--- src/rtl/f32_pkg.sv ---
// f32_pkg: shared binary32 types, FSM states and constants
// for the f32_acc accumulator.
package f32_pkg;

    typedef struct packed {
        logic       sign;
        logic [7:0] exp;
        logic [22:0] man;
    } f32_t;

    typedef enum logic [2:0] {
        S_IDLE,
        S_UNPACK,
        S_ALIGN,
        S_ADD,
        S_NORM,
        S_ROUND
    } state_e;

    localparam int          F32_BIAS    = 127;
    localparam logic [7:0]  F32_EMAX    = 8'(2 * F32_BIAS + 1);
    localparam logic [31:0] F32_QNAN    = 32'h7FC0_0000;
    localparam logic [31:0] F32_POS_INF = 32'h7F80_0000;

endpackage

--- src/rtl/f32_lzc.sv ---
// f32_lzc: 28-bit leading-zero counter; returns 28 for
// an all-zero input.
module f32_lzc (
    input  logic [27:0] data_i,
    output logic [4:0]  lzc_o
);

    // scan upward so the highest set bit wins
    always_comb begin
        lzc_o = 5'd28;
        for (int i = 0; i < 28; i++) begin
            if (data_i[i]) lzc_o = 5'(27 - i);
        end
    end

endmodule

--- src/rtl/f32_acc.sv ---
// f32_acc: six-cycle binary32 accumulator, RNE rounding,
// sticky flags. F32_ACC_COUNT_EN adds a result counter.
module f32_acc
    import f32_pkg::*;
(
    input  logic        clk,
    input  logic        rst_n,
    input  logic        clear,
    input  logic        in_valid,
    input  logic [31:0] in_data,
    input  logic        in_underflow,
    input  logic        in_overflow,
    output logic        in_ready,
    output logic        done,
    output logic [31:0] sum_o,
    output logic        underflow_o,
    output logic        overflow_o,
    output logic        lost_o
`ifdef F32_ACC_COUNT_EN
    ,
    output logic [15:0] count_o
`endif
);

    state_e state_q, state_d;
    logic   done_q, done_d;
    logic   accept;

    f32_t        b_q;
    logic [31:0] sum_q;
    logic        of_q, uf_q, lost_q;

    logic        as_q, bs_q;
    logic [7:0]  ae_q, be_q;
    logic [23:0] am_q, bm_q;
    logic        spec_q;
    logic [31:0] specv_q;

    logic        sign_q, sub_q;
    logic [7:0]  exp_q;
    logic [26:0] big_q, sml_q;
    logic [27:0] add_q;

    logic signed [9:0] nexp_q;
    logic [26:0]       nman_q;
    logic              nzero_q;

    f32_t        ua, ub;
    logic        a_nan, b_nan, a_inf, b_inf;
    logic        a_big;
    logic [7:0]  diff;
    logic [53:0] ext;
    logic [26:0] sml_d;
    logic [4:0]  lzc;
    logic [27:0] norm;
    logic        rup;
    logic [24:0] m25;
    logic signed [9:0] e_r;
    logic [31:0] res;
    logic        r_of, r_uf;

    assign accept   = (state_q == S_IDLE) && in_valid;
    assign sum_o    = sum_q;
    assign done     = done_q;
    assign overflow_o  = of_q;
    assign underflow_o = uf_q;
    assign lost_o   = lost_q;

    // FSM state register
    always_ff @(posedge clk or negedge rst_n) begin
        if (!rst_n) state_q <= S_IDLE;
        else        state_q <= state_d;
    end

    // FSM next state: fixed walk, clear aborts
    always_comb begin
        state_d = state_q;
        unique case (state_q)
            S_IDLE:   if (in_valid) state_d = S_UNPACK;
            S_UNPACK: state_d = S_ALIGN;
            S_ALIGN:  state_d = S_ADD;
            S_ADD:    state_d = S_NORM;
            S_NORM:   state_d = S_ROUND;
            S_ROUND:  state_d = S_IDLE;
            default:  state_d = S_IDLE;
        endcase
        if (clear && state_q != S_IDLE) state_d = S_IDLE;
    end

    // FSM outputs
    always_comb begin
        in_ready = (state_q == S_IDLE);
        done_d   = (state_q == S_ROUND) && !clear;
    end

    // done pulse register
    always_ff @(posedge clk or negedge rst_n) begin
        if (!rst_n) done_q <= 1'b0;
        else        done_q <= done_d;
    end

    // unpack: flush subnormals, hidden bit, specials
    always_comb begin
        ua    = f32_t'(sum_q);
        ub    = b_q;
        a_nan = (ua.exp == F32_EMAX) && (ua.man != '0);
        b_nan = (ub.exp == F32_EMAX) && (ub.man != '0);
        a_inf = (ua.exp == F32_EMAX) && (ua.man == '0);
        b_inf = (ub.exp == F32_EMAX) && (ub.man == '0);
    end

    // align: order by magnitude, shift with sticky
    always_comb begin
        a_big = {ae_q, am_q} >= {be_q, bm_q};
        diff  = a_big ? ae_q - be_q : be_q - ae_q;
        ext   = {(a_big ? bm_q : am_q), 30'b0} >> diff;
        if (diff >= 8'd27) begin
            sml_d = {26'b0, (a_big ? bm_q : am_q) != '0};
        end else begin
            sml_d = ext[53:27];
            sml_d[0] = ext[27] | (ext[26:0] != '0);
        end
    end

    f32_lzc u_lzc (
        .data_i (add_q),
        .lzc_o  (lzc)
    );

    assign norm = add_q << lzc;

    // round to nearest even and range check
    always_comb begin
        rup  = nman_q[2] & (nman_q[1] | nman_q[0] | nman_q[3]);
        m25  = {1'b0, nman_q[26:3]} + 25'(rup);
        e_r  = nexp_q + (m25[24] ? 10'sd1 : 10'sd0);
        r_of = 1'b0;
        r_uf = 1'b0;
        if (spec_q) begin
            res = specv_q;
        end else if (nzero_q) begin
            res = 32'h0;
        end else if (e_r >= 10'sd255) begin
            res  = F32_POS_INF | {sign_q, 31'b0};
            r_of = 1'b1;
        end else if (e_r <= 10'sd0) begin
            res  = {sign_q, 31'b0};
            r_uf = 1'b1;
        end else begin
            res = {sign_q, e_r[7:0],
                   m25[24] ? m25[23:1] : m25[22:0]};
        end
    end

    // datapath stage registers
    always_ff @(posedge clk or negedge rst_n) begin
        if (!rst_n) begin
            b_q     <= '0;
            as_q    <= 1'b0;
            bs_q    <= 1'b0;
            ae_q    <= '0;
            be_q    <= '0;
            am_q    <= '0;
            bm_q    <= '0;
            spec_q  <= 1'b0;
            specv_q <= '0;
            sign_q  <= 1'b0;
            sub_q   <= 1'b0;
            exp_q   <= '0;
            big_q   <= '0;
            sml_q   <= '0;
            add_q   <= '0;
            nexp_q  <= '0;
            nman_q  <= '0;
            nzero_q <= 1'b0;
        end else begin
            unique case (state_q)
                S_IDLE: if (in_valid) b_q <= f32_t'(in_data);
                S_UNPACK: begin
                    as_q <= ua.sign;
                    bs_q <= ub.sign;
                    ae_q <= ua.exp;
                    be_q <= ub.exp;
                    am_q <= (ua.exp == '0) ? '0 : {1'b1, ua.man};
                    bm_q <= (ub.exp == '0) ? '0 : {1'b1, ub.man};
                    spec_q  <= 1'b1;
                    if (a_nan || b_nan ||
                        (a_inf && b_inf && ua.sign != ub.sign))
                        specv_q <= F32_QNAN;
                    else if (a_inf)
                        specv_q <= {ua.sign, F32_POS_INF[30:0]};
                    else if (b_inf)
                        specv_q <= {ub.sign, F32_POS_INF[30:0]};
                    else if (ua.exp == '0 && ub.exp == '0)
                        specv_q <= {ua.sign & ub.sign, 31'b0};
                    else
                        spec_q <= 1'b0;
                end
                S_ALIGN: begin
                    sign_q <= a_big ? as_q : bs_q;
                    exp_q  <= a_big ? ae_q : be_q;
                    big_q  <= {(a_big ? am_q : bm_q), 3'b0};
                    sml_q  <= sml_d;
                    sub_q  <= as_q ^ bs_q;
                end
                S_ADD: begin
                    add_q <= sub_q ? {1'b0, big_q} - {1'b0, sml_q}
                                   : {1'b0, big_q} + {1'b0, sml_q};
                end
                S_NORM: begin
                    nzero_q <= (add_q == '0);
                    nexp_q  <= $signed({2'b0, exp_q}) + 10'sd1
                             - $signed({5'b0, lzc});
                    nman_q  <= {norm[27:2], norm[1] | norm[0]};
                end
                default: ;
            endcase
        end
    end

    // running sum and sticky flags
    always_ff @(posedge clk or negedge rst_n) begin
        if (!rst_n) begin
            sum_q  <= '0;
            of_q   <= 1'b0;
            uf_q   <= 1'b0;
            lost_q <= 1'b0;
        end else if (clear) begin
            sum_q  <= '0;
            of_q   <= accept & in_overflow;
            uf_q   <= accept & in_underflow;
            lost_q <= 1'b0;
        end else begin
            if (accept) begin
                of_q <= of_q | in_overflow;
                uf_q <= uf_q | in_underflow;
            end
            if (in_valid && state_q != S_IDLE) lost_q <= 1'b1;
            if (state_q == S_ROUND) begin
                sum_q <= res;
                of_q  <= of_q | r_of;
                uf_q  <= uf_q | r_uf;
            end
        end
    end

`ifdef F32_ACC_COUNT_EN
    logic [15:0] cnt_q;

    // result counter, saturating
    always_ff @(posedge clk or negedge rst_n) begin
        if (!rst_n)
            cnt_q <= '0;
        else if (clear)
            cnt_q <= accept ? 16'd1 : 16'd0;
        else if (done_d && cnt_q != 16'hFFFF)
            cnt_q <= cnt_q + 16'd1;
    end

    assign count_o = cnt_q;
`endif

endmodule

--- config.mk ---
export PLATFORM = sky130hd
export DESIGN_NAME = f32_acc
export DESIGN_NICKNAME = d
export VERILOG_FILES = /design/src/rtl/f32_pkg.sv /design/src/rtl/f32_lzc.sv /design/src/rtl/f32_acc.sv
export SDC_FILE = /design/constraint.sdc
export NUM_CORES = 1
export LEC_CHECK = 0
export ABC_CLOCK_PERIOD_IN_PS = 5100
export BUFFER_PORTS_ARGS = -buffer_cell sky130_fd_sc_hd__buf_2
export CORE_MARGIN = 1
export CORE_UTILIZATION = 60
export CTS_BUF_LIST = sky130_fd_sc_hd__clkbuf_4 sky130_fd_sc_hd__clkbuf_8
export DETAILED_ROUTE_END_ITERATION = 6
export PLACE_DENSITY = 0.78
export RECOVER_POWER = 100
export SKIP_LAST_GASP = 1
export SLEW_MARGIN = 20
export SYNTH_ARGS = -nofsm -noshare
export SYNTH_HDL_FRONTEND = slang
export SYNTH_SLANG_ARGS = --single-unit
--- constraint.sdc ---
create_clock -name clk -period 5.1 [get_ports clk]
set_input_delay 0.255 -clock clk [delete_from_list [all_inputs] [get_ports clk]]
set_output_delay 0.255 -clock clk [all_outputs]
set_load 0.01 [all_outputs]
; ---- Yosys cells after proc, flatten, opt, wreduce, memory -nomap -nowiden
; Cells that the tools add are included.
; Widths: inputs -> output; s select.
[totals]
ff_bits = 297
elab_cells = 164
input_bits = 38
output_inout_bits = 37
[classes]
n_bitwise = 13
reduce_logical = 31
magnitude_cmp = 4
shift = 2
add_sub_neg = 8
mux = 71
eq_ne = 9
[op_table]
columns = op, n
row1 = $mux 32, 8
row2 = $mux 24, 4
row3 = $mux 5, 16
row4 = $mux 31, 2
row5 = $shr 54x8->54, 1
row6 = $logic_not 23->1, 2
row7 = $reduce_bool 23->1, 2
row8 = $ge 32x32->1, 1
row9 = $mux 4, 8
row10 = $add 27x27->28, 1
row11 = $logic_not 28->1, 1
row12 = $mux 28, 1
row13 = $shl 28x5->28, 1
row14 = $sub 27x27->28, 1
row15 = $mux 27, 1
row16 = $reduce_bool 27->1, 1
row17 = $add 24x1->25, 1
row18 = $reduce_bool 24->1, 1
row19 = $mux 23, 1
row20 = $mux 1, 21
row21 = $mux 3, 6
row22 = $eq 8x8->1 const B, 2
row23 = $logic_not 8->1, 2
row24 = $mux 8, 2
row25 = other kinds (24), 51

; ---- Depth between registers and ports, before layout
[depth]
word_depth = 30
depth_mapped = 25
ltp_nobuf = 23

; ---- Hierarchy
; Synthesis repeated with hierarchy kept, for this count alone.
[hier_totals]
cells_unflattened = 2347
area_unflattened_um2 = 19407.4
[modules_own_cells]
columns = module, area_per_inst_um2, cells_per_inst, instances, seq_area_each_um2
row1 = f32_acc, 19070.8, 2287, 1, 6706.4
row2 = f32_lzc, 336.6, 60, 1, 0.0

; ---- Worst setup path before layout
; OpenSTA, ideal clock, no wires.
[synth_timing]
path_kind = flip-flop to flip-flop
startpoint = reg bm_q[15]
endpoint = reg sml_q[0]
path_stages_with_launch = 17
setup_time_ps = 128
path_slack_ps = 782
arrival_ps = 4191
path_buffers = 1
t_required_ps = 4972
period_less_slack_ps = 4318
cell_sequence = dfrtp_1 -> inv_1 -> ha_1 -> nand4_1 -> or4_1 -> or4_4 -> a31oi_4 -> nor3_1 -> a21oi_2 -> buf_4 -> mux2i_1 -> o22ai_1 -> a2bb2oi_1 -> o2111ai_1 -> o41a_1 -> a311oi_2 -> a21oi_1
[synth_via]
elab_chain_cells = 6
elab_cells_between_ends = 9
cone_classes = order compare (2) / shift (1) / mux (3) / bitwise (1) / reduce/logical (2)
[synth_rtl]
columns = item, line_no
row1 = from (decl), f32_acc.sv:35  ; logic [23:0] am_q, bm_q;
row2 = from (signal assigned), f32_acc.sv:185  ; bm_q <= (ub.exp == '0) ? '0 : {1'b1, ub.man};
row3 = $ge 32x32->1, f32_acc.sv:114  ; a_big = {ae_q, am_q} >= {be_q, bm_q};
row4 = $mux 24 / $mux 8 (equally long branches), "f32_acc.sv:116, f32_acc.sv:118, f32_acc.sv:115"
row5 = $shr 54x8->54, f32_acc.sv:116  ; ext = {(a_big ? bm_q : am_q), 30'b0} >> diff;
row6 = $reduce_bool 27->1, f32_acc.sv:121  ; sml_d[0] = ext[27] | (ext[26:0] != '0);
row7 = $or 1x1->1, f32_acc.sv:121
row8 = $mux 27 *, f32_acc.sv:117  ; if (diff >= 8'd27) begin
row9 = to (signal assigned), f32_acc.sv:203  ; sml_q <= sml_d;
row10 = to (decl), f32_acc.sv:41  ; logic [26:0] big_q, sml_q;
; Mark *: on every way between the ends. The rest lies on a longest branch, timed or not.
; A chain may end at the register's enable or synchronous reset.

; ---- Final worst setup path
[layout_timing]
startpoint = reg bm_q[15]
endpoint = reg sml_q[12]
[layout_via]
elab_chain_cells = 4
elab_cells_between_ends = 6
cone_classes = order compare (2) / shift (1) / mux (3)
[layout_rtl]
columns = item, line_no
row1 = $ge 32x32->1, f32_acc.sv:114
row2 = $mux 24 / $mux 8 (equally long branches), "f32_acc.sv:116, f32_acc.sv:115"
row3 = $shr 54x8->54 / $ge 8x5->1 (equally long branches), "f32_acc.sv:116, f32_acc.sv:117"
row4 = $mux 27 *, f32_acc.sv:117
; Marked as above.

==> impl_metrics.toml <==
[clocking]
clk-insertion-delay-late_ns = 0.61
cts.clk_slew.worst_paths_ns = 0.07
clockRootBuffer = "clkbuf_8"
cts_tree = "built"
clkSinkCount = 268
cts_buffer_depth = 3
htreeDepth = 2
cts_buffers = 46
post-cts-setup-buffers = 0

[route]
drt-vias-per-instance = 6.47
wl_per_cell_um = 22.3
firstDrtPassIters = 6
ant_nets = 0
via_count = 17169
wl_mm = 59.1
drcViolationCount = 0
drt_iter0_markers = 1702

[global_route]
grt_pass1_vias = 16339
antenna_found_initial = 2
grt_pass1_wl_mm = 92.0
grt_overflow_total = 0
grt_max_degree = 138
grt_usage_pct = 38.0

[synthesis]
synth_fp_nets = 2255
async_flop_share_pct = 100
yosysSeqAreaShare_pct = 36.1
synth-seq-cells = 268
synth_edf_count = 0
synth_area_um2 = 18600
yosys.area.top_type = "dfrtp_1"
yosysUniqueCellTypes = 88
netlist_instances = 2108
ys.flop_type = "dfrtp_1"
syn_area_per_cell_um2 = 8.80
ys_top_cells_by_area = "dfrtp_1, ha_1, nand2_1, o21ai_0, mux4_2"
ys_warn_count = 0
yosysTopAreaCellShare_pct = 36.1

[place]
port_buffers = 74
routabilityCongestion = 1.02
place_hpwl_mm = 44.1

[timing]
rsz0062_at_grt = "yes"
finalHoldViolCount = 0
period_share_pct = 97.5
fmax_mhz = 201
worst_slew_pin_slew_ns = 3.52
fin_crit_ns = 4.97
holdWs_ns = 0.415
finClkSkew_ns = 0.0397
setup_viol = 0
timing.slew.headroom_pct = -135
drv_slew = 318

[pwr]
max-vdd-ir-drop_mv = 0.385
p_total_w = 0.0129
powerDensity_nw_per_um2 = 617
cellLeakagePower_nw = 9.34

[setup_path]
worstSetupEndpointType = "flip-flop"
arrival_ns = 5.43
timing.rr.end = "sml_q[12]$_DFFE_PN0N_"
crit_path_start_kind = "flip-flop"
worstPathRequired_ns = 5.56
worstRegToRegCells = 16
timing.rr.start = "bm_q[15]$_DFFE_PN0P_"
critical_path_class = "flip-flop to flip-flop"
critPathMaxFanout = 37
rrSetupSlack_ns = 0.13

[floorplanning]
start_util_pct = 60.8
core_um2 = 30500
ios = 75
rows = 64
dieArea_um2 = 31600
die_width_um = 178
dieHeight_um = 178

[final_layout]
layout-drive-gt1-share_pct = 12.7
final_cell_mix = "nand2_1, dfrtp_1, o21ai_0, nor2_1, a21oi_1"
area_growth_pct = 12.8
layout.nets = 2372
mostFrequentLayoutCell = "nand2_1"

[flow_run]
drv_cap = 6

[hold_path]
hold_end = "b_q[31]$_DFFE_PN0P_"
hold_depth = 3
hold_class = "primary input to flip-flop"
min_from = "in_data[31]"

[status]
status = "complete, but fails checks"
violations = "capacitance limit, slew limit"
## timing repair
| action | 4_1_cts | 5_1_grt |
|---|---|---|
| setup endpoints to repair | 0 | 11 |
| gates resized for setup | 0 | 9 |
| hold buffers | 39 | 0 |
| hold endpoints to repair | 102 | 0 |
## Yosys cell counts (all sizes together), types with 6 or more instances
library cell and n:
mux2 38, o22ai 60, a21o 18, a221oi 7
nor4 30, or2 6, and2 17, nor2 155
xnor2 37, and3 14, nand4 20, o31ai 16
a211oi 17, a31oi 15, nor3 34, or3 7
nand2 320, a22o 17, a211o 9, o221ai 10
buf 25, o21ai 188, a21oi 132, inv 117
o21bai 8, clkbuf 88, nand3 37, ha 105
or4 11, nand2b 8, o211ai 14, o32ai 8
mux2i 72, xor2 26, nor2b 14, mux4 41
o21a 13, o311ai 6, dfrtp 268
## worst max-delay path: stages (launching register included)
cell and delay (ns):
dfrtp_1 0.41, inv_1 0.09, ha_1 0.35, nand4_1 0.18, or4_1 0.54, or4_4 0.47
a31o_4 0.30, nand2_2 0.25, buf_12 0.25, mux2_1 0.39, xor2_1 0.15, buf_4 0.21
a31oi_1 0.21, nand3_1 0.16, inv_1 0.12, nand2_1 0.29, o32ai_1 0.46
## where the power goes
part / internal, W / switching, W / total, W
logic: 0.00277 / 0.00429 / 0.00706
clock network: 0.00130 / 0.000941 / 0.00224
registers: 0.00277 / 0.000844 / 0.00362
## cell type report
cell class / instances / area, um2
timing repair buffer: 182 / 1260
clock inverter: 17 / 258
clock buffer: 61 / 777
multi-input combinational: 1609 / 11000
antenna: 2 / 5.00
fill: 2444 / 9580
sequential: 268 / 6710
inverter: 118 / 443
tap: 396 / 495
## cells by family (layout without fill, tap and decap cells)
| group | count (synthesis) | after routing | share of synthesized area (%) |
|---|---|---|---|
| compound gates | 594 | 594 | 20.4 |
| xor+xnor | 63 | 63 | 2.97 |
| fa+ha+maj | 109 | 109 | 7.51 |
| buf+inv | 231 | 378 | 4.88 |
| flops | 268 | 268 | 36.1 |
| mux | 151 | 151 | 11.3 |
| other cells | 0 | 2 | 0 |
| simple gates | 692 | 692 | 16.8 |
## metal layers
metal | routed length (um) | GRT usage [%] | vias up
li1 | - | - | 7896
met1 | 24600 | 51.6 | 8270
met2 | 26400 | 58.7 | 828
met3 | 5060 | 7.43 | 175
met4 | 2960 | 17.6 | 0
met5 | 0 | 0 | -
## state kept, by name, indices dropped and copies added, names as in the netlist, 24 cells and up
signal / cells
b_q: 32
sum_o: 32
add_q: 28
nman_q: 27
sml_q: 27
am_q: 24
big_q: 24
bm_q: 24
## per-stage QoR
| stage | util, % | setup WS (ns) | area, um2 | std cells | setup TNS [ns] |
|---|---|---|---|---|---|
| 2_1_floorplan | - | 0.782 | 18600 | 2108 | 0 |
| 3_3_place_gp | 64.1 | 0.182 | 19600 | 2534 | 0 |
| 3_5_place_dp | 64.1 | 0.249 | 19600 | 2534 | 0 |
| 4_1_cts | 68.8 | 0.198 | 21000 | 2651 | 0 |
| 5_1_grt | 68.6 | -0.0782 | 20900 | 2651 | -0.261 |
| 6_report | 68.6 | 0.127 | 20900 | 2653 | 0 |
## worst max-delay path by stage
stage,cells after the start,startpoint,endpoint
5_1_grt,16,bm_q[15]$_DFFE_PN0P_,sml_q[0]$_DFFE_PN0N_
4_1_cts,17,bm_q[19]$_DFFE_PN0P_,sml_q[0]$_DFFE_PN0N_
2_1_floorplan,16,bm_q[15]$_DFFE_PN0P_,sml_q[0]$_DFFE_PN0N_
6_report,16,bm_q[15]$_DFFE_PN0P_,sml_q[12]$_DFFE_PN0N_
3_5_place_dp,16,bm_q[15]$_DFFE_PN0P_,sml_q[12]$_DFFE_PN0N_
3_3_place_gp,16,bm_q[15]$_DFFE_PN0P_,sml_q[12]$_DFFE_PN0N_
No activity file was read; power rests on OpenSTA's default activity.
